[config.mk]
export PLATFORM = sky130hd
export DESIGN_NAME = alu_issue
export DESIGN_NICKNAME = d
export VERILOG_FILES = /design/src/rtl/alu_issue_pkg.sv /design/src/rtl/alu_issue.sv
export SDC_FILE = /design/constraint.sdc
export NUM_CORES = 1
export LEC_CHECK = 0
export ABC_AREA = 1
export CORE_ASPECT_RATIO = 0.6
export CORE_MARGIN = 8
export CORE_UTILIZATION = 37
export DETAILED_ROUTE_END_ITERATION = 10
export PLACE_DENSITY_LB_ADDON = 0.05
export SLEW_MARGIN = 15
export SYNTH_ARGS = -nofsm -noshare
export SYNTH_HDL_FRONTEND = slang
export SYNTH_SLANG_ARGS = --single-unit
[constraint.sdc]
create_clock -name clk -period 1.1 [get_ports clk]
set_input_delay 0.165 -clock clk [delete_from_list [all_inputs] [get_ports clk]]
set_output_delay 0.165 -clock clk [all_outputs]
set_load 0.05 [all_outputs]
[src/rtl/alu_issue_pkg.sv]
// alu_issue_pkg: shared FSM state type, ALU op codes and highest legal op for alu_issue
package alu_issue_pkg;
  // One-bit-step encoding: each legal transition flips a single bit, so the
  // state decodes below are glitch-free.
  typedef enum logic [1:0] {
    IDLE    = 2'b00,
    ISSUE   = 2'b01,
    CAPTURE = 2'b11,
    RESPOND = 2'b10
  } state_e;
  localparam logic [3:0] OP_ADD = 4'd0;
  localparam logic [3:0] OP_SUB = 4'd1;
  localparam logic [3:0] OP_AND = 4'd2;
  localparam logic [3:0] OP_OR  = 4'd3;
  localparam logic [3:0] OP_XOR = 4'd4;
  localparam logic [3:0] OP_NOT = 4'd5;
  localparam logic [3:0] OP_INC = 4'd6;
  localparam logic [3:0] OP_DEC = 4'd7;
  localparam int OP_MAX = 7;
endpackage

[src/rtl/alu_issue.sv]
// alu_issue: issues one request at a time to an external ALU and returns its result and flags
//   clk, reset_n                          clock, async active-low reset
//   req_valid/ready/op/a/b/use_carry      request handshake and payload
//   alu_in_1/in_2/select/enable/carry_in  drive to external ALU
//   alu_data/carry_out/zero               ALU result inputs
//   rsp_valid/ready/data/err              response handshake and payload
//   flag_carry, flag_zero                 stored ALU flags
module alu_issue #(
  parameter int DATA_W = 16,
  parameter int OP_MAX = alu_issue_pkg::OP_MAX
) (
  input  logic              clk,
  input  logic              reset_n,
  input  logic              req_valid,
  output logic              req_ready,
  input  logic [3:0]        req_op,
  input  logic [DATA_W-1:0] req_a,
  input  logic [DATA_W-1:0] req_b,
  input  logic              req_use_carry,
  output logic [DATA_W-1:0] alu_in_1,
  output logic [DATA_W-1:0] alu_in_2,
  output logic [3:0]        alu_select,
  output logic              alu_enable,
  output logic              alu_carry_in,
  input  logic [DATA_W-1:0] alu_data,
  input  logic              alu_carry_out,
  input  logic              alu_zero,
  output logic              rsp_valid,
  input  logic              rsp_ready,
  output logic [DATA_W-1:0] rsp_data,
  output logic              rsp_err,
  output logic              flag_carry,
  output logic              flag_zero
);
  import alu_issue_pkg::*;
  state_e            state_q, state_d;
  logic              rdy_q, rdy_d;
  logic [3:0]        op_q, op_d;
  logic [DATA_W-1:0] a_q, a_d, b_q, b_d, data_q, data_d;
  logic              cin_q, cin_d, err_q, err_d, fc_q, fc_d, fz_q, fz_d;
  logic              hs, legal;
  assign req_ready    = rdy_q && state_q == IDLE;
  assign rsp_valid    = state_q == RESPOND;
  assign alu_enable   = state_q[0];
  assign alu_in_1     = a_q;
  assign alu_in_2     = b_q;
  assign alu_select   = op_q;
  assign alu_carry_in = cin_q;
  assign rsp_data     = data_q;
  assign rsp_err      = err_q;
  assign flag_carry   = fc_q;
  assign flag_zero    = fz_q;
  assign hs           = req_valid && req_ready;
  assign legal        = int'(req_op) <= OP_MAX;
  always_comb begin
    state_d = state_q;
    rdy_d   = 1'b1;
    op_d    = op_q;
    a_d     = a_q;
    b_d     = b_q;
    cin_d   = cin_q;
    data_d  = data_q;
    err_d   = err_q;
    fc_d    = fc_q;
    fz_d    = fz_q;
    case (state_q)
      IDLE: if (hs) begin
        // Illegal ops leave the ALU-side registers untouched so the bus holds still.
        if (legal) begin
          state_d = ISSUE;
          op_d    = req_op;
          a_d     = req_a;
          b_d     = req_b;
          cin_d   = req_use_carry && fc_q;
          err_d   = 1'b0;
        end else begin
          state_d = RESPOND;
          err_d   = 1'b1;
          data_d  = '0;
        end
      end
      ISSUE: state_d = CAPTURE;
      CAPTURE: begin
        state_d = RESPOND;
        data_d  = alu_data;
        fc_d    = alu_carry_out;
        fz_d    = alu_zero;
      end
      default: state_d = rsp_ready ? IDLE : RESPOND;
    endcase
  end
  always_ff @(posedge clk or negedge reset_n) begin
    if (!reset_n) begin
      state_q <= IDLE;
      rdy_q   <= 1'b0;
      op_q    <= '0;
      a_q     <= '0;
      b_q     <= '0;
      cin_q   <= 1'b0;
      data_q  <= '0;
      err_q   <= 1'b0;
      fc_q    <= 1'b0;
      fz_q    <= 1'b0;
    end else begin
      state_q <= state_d;
      rdy_q   <= rdy_d;
      op_q    <= op_d;
      a_q     <= a_d;
      b_q     <= b_d;
      cin_q   <= cin_d;
      data_q  <= data_d;
      err_q   <= err_d;
      fc_q    <= fc_d;
      fz_q    <= fz_d;
    end
  end
endmodule

==> reports/qor.yml <==
sta:
  setup_viol: 66
  rsz0062_at_grt: "true"
  skew_ns: 0.00853
  worst_slack_ns: -0.330
  hold_viol: 0
  timing.final.max_slew_violations: 0
  timing.fmax_mhz: 699
  min_period_ns: 1.43
  fin_crit_sh: 1.30
critical_path:
  worst_ep_arrival_time_ns: 1.65
  critPathMostFrequentCell: "buf_6"
  critPathMaxFanout: 4
  cp-end-kind: "register"
  cpPeakStageDelay_ns: 0.43
  crit_slowest_cell: "dfrtp_2"
  crit_path_start_kind: "register"
  reg2reg_depth: 7
  crit_required_ns: 1.32
  reg2reg_slack_ns: -0.33
  critical_path_class: "reg -> reg"
  worstPathCellList: "buf_6 > nor2_4 > buf_6 > nand4_4 > clkbuf_16 > nand3_2 > nand2_1"
global_routing:
  first_global_vias: 2326
  grtUsageTotal: 0.162
  grt_pass1_wl_um: 12100
  grt_max_degree: 60
  antenna_found_initial: 0
  overflow: 0
yosys:
  synth_ff_type: "dfrtp_1"
  yosysWarnings: 0
  syn-num-nets: 315
  synth_area_leader_cell: "dfrtp_1"
  synth_area_um2: 2470
  synth.most_common_cell: "nand2_1"
  synth_area_leaders: "dfrtp_1, nand2_1, o21ai_2"
  synth_top_cell_area_share: 0.598
  synth.distinct_cells: 19
  async_reset_ff_frac: 1.00
  yosys-top-cells-count: "nand2_1, dfrtp_1, inv_1, o21ai_2, nand3_1"
  syn_area_per_cell_um2: 9.64
  netlist_instances: 256
  synth_seq_area_share: 0.598
  ys_ff_latch: 59
  synth_edf_count: 0
cts:
  h-tree-depth: 3
  cts_sinks: 59
  cts-root-buf: "clkbuf_8"
  cts_tree: "built"
  clk_latency_ns: 0.33
  clkTransAtPathRegs_ns: 0.07
  cts_max_path_buffers: 2
  cts_made_buffers: 9
route:
  post_drt_wl_per_cell_um: 19.2
  drt_iter0_markers: 121
  drc_errors: 0
  dr.pass1.iters: 4
  via_count: 2479
  wl_um: 10200
  drt-vias-per-instance: 4.68
  ant_nets: 0
die:
  core_um2: 6560
  io_pins: 118
  die_width_um: 121
  initial_core_util: 0.376
  dieArea_um2: 9620
  fp-row-count: 23
  dieHeight_um: 79.3
power_and_ir_drop:
  power_leakage_nw: 2.74
  finalPower_w: 0.0182
  power_density_nw_per_um2: 3180
  ir_drop_mv: 2.00
run:
  maxCapViolations: 0
place:
  place_hpwl_um: 5180
  io_buffers: 117
  placed_area_um2: 4400
  globalplace.congestion: 0.721
hold_path:
  hp-class: "in -> reg"
  whs_path_depth: 3
run_status:
  outcome: "finished with violations"
  failed_checks: "negative setup slack"
finish:
  syn_to_final_growth_pct: 132
  fin_area_um2: 5720
  diodes: 0
  nets: 497
  drive_above_1_share: 0.594
==> power breakdown <==
part	internal (W)	switching [W]	total, W
logic	0.00604	0.00585	0.0119
clock network	0.00110	0.000849	0.00195
registers	0.00319	0.00119	0.00438
total	0.0103	0.00790	0.0182
==> stage by stage <==
stage                     hold slack, ns  setup TNS (ns)   util  std cells  worst slack [ns]
after floorplan                   -0.131           -9.60      -        256            -0.206
after global placement             0.194          -12.60  0.670        460            -0.263
after detailed placement           0.193          -15.51  0.670        460            -0.329
after CTS                          0.357          -13.14  0.742        490            -0.309
after global routing               0.366          -21.07  0.872        530            -0.397
final                              0.371          -17.14  0.872        530            -0.330
==> placed cells by master (no fill, tap or decap), drive strengths merged <==
cell and n:
clkdlybuf4s50 57, bufinv 1, dfrtp 59, buf 116
conb 1, nand3 16, a21boi 1, o21ai 37
nor2 3, nand2 81, clkinvlp 1, dlygate4sd3 1
clkinv 3, nor3 1, inv 44, clkbuf 19
nand4 2
==> what timing repair did <==
item | in CTS | in global routing
endpoints found under the hold margin | 59 | 0
gates resized for setup | 29 | 125
cloned | 4 | 10
pin swaps | 1 | 9
setup endpoints to repair | 61 | 100
hold buffers | 1 | 0
buffers inserted | 9 | 32
==> state kept, by name (all words and copies together) (netlist names) <==
name / flops
alu_carry_in: 1
alu_in_1: 16
alu_in_2: 16
alu_select: 4
flag_carry: 1
flag_zero: 1
rdy_q: 1
rsp_data: 16
rsp_err: 1
state_q: 2
==> final cells by class <==
class / count / area, um^2
repair buffers: 182 / 2570
flip-flops and latches: 59 / 1510
multi-input cells: 142 / 1170
fillers: 313 / 837
inverters: 44 / 173
clock buffers: 11 / 141
well taps: 87 / 109
clock inverters: 5 / 52.6
==> worst max-delay path, delay by kind of cell (launching register included) <==
kind / cells / cell delay (ns)
flops: 1 / 0.43
buf+inv: 3 / 0.48
simple gates: 4 / 0.40
==> logic make-up (layout without fill, tap and decap cells) <==
logic type	Yosys count	count (layout)	share of synthesized area
simple gates	103	103	0.174
flops	59	59	0.598
buf+inv	55	242	0.106
compound gates	38	38	0.119
other cells	1	1	0.00152
==> layer usage <==
metal | GRT usage | share of wire
met4 | 0.0477 | 0.016
met2 | 0.248 | 0.47
met5 | 0 | 0
met1 | 0.195 | 0.40
met3 | 0.0849 | 0.12
==> path summary, 6_finish.rpt <==
path | start | endpoint
worst max-delay path | state_q[0] | rsp_data[4]
worst min-delay path | alu_zero | flag_zero
worst max register to register | state_q[0] | rsp_data[4]
worst min register to register | alu_in_2[13] | alu_in_2[13]
max in group asynchronous | reset_n | alu_in_2[0]
min in group asynchronous | reset_n | rsp_data[9]
Power figures use the tool's default switching activity.
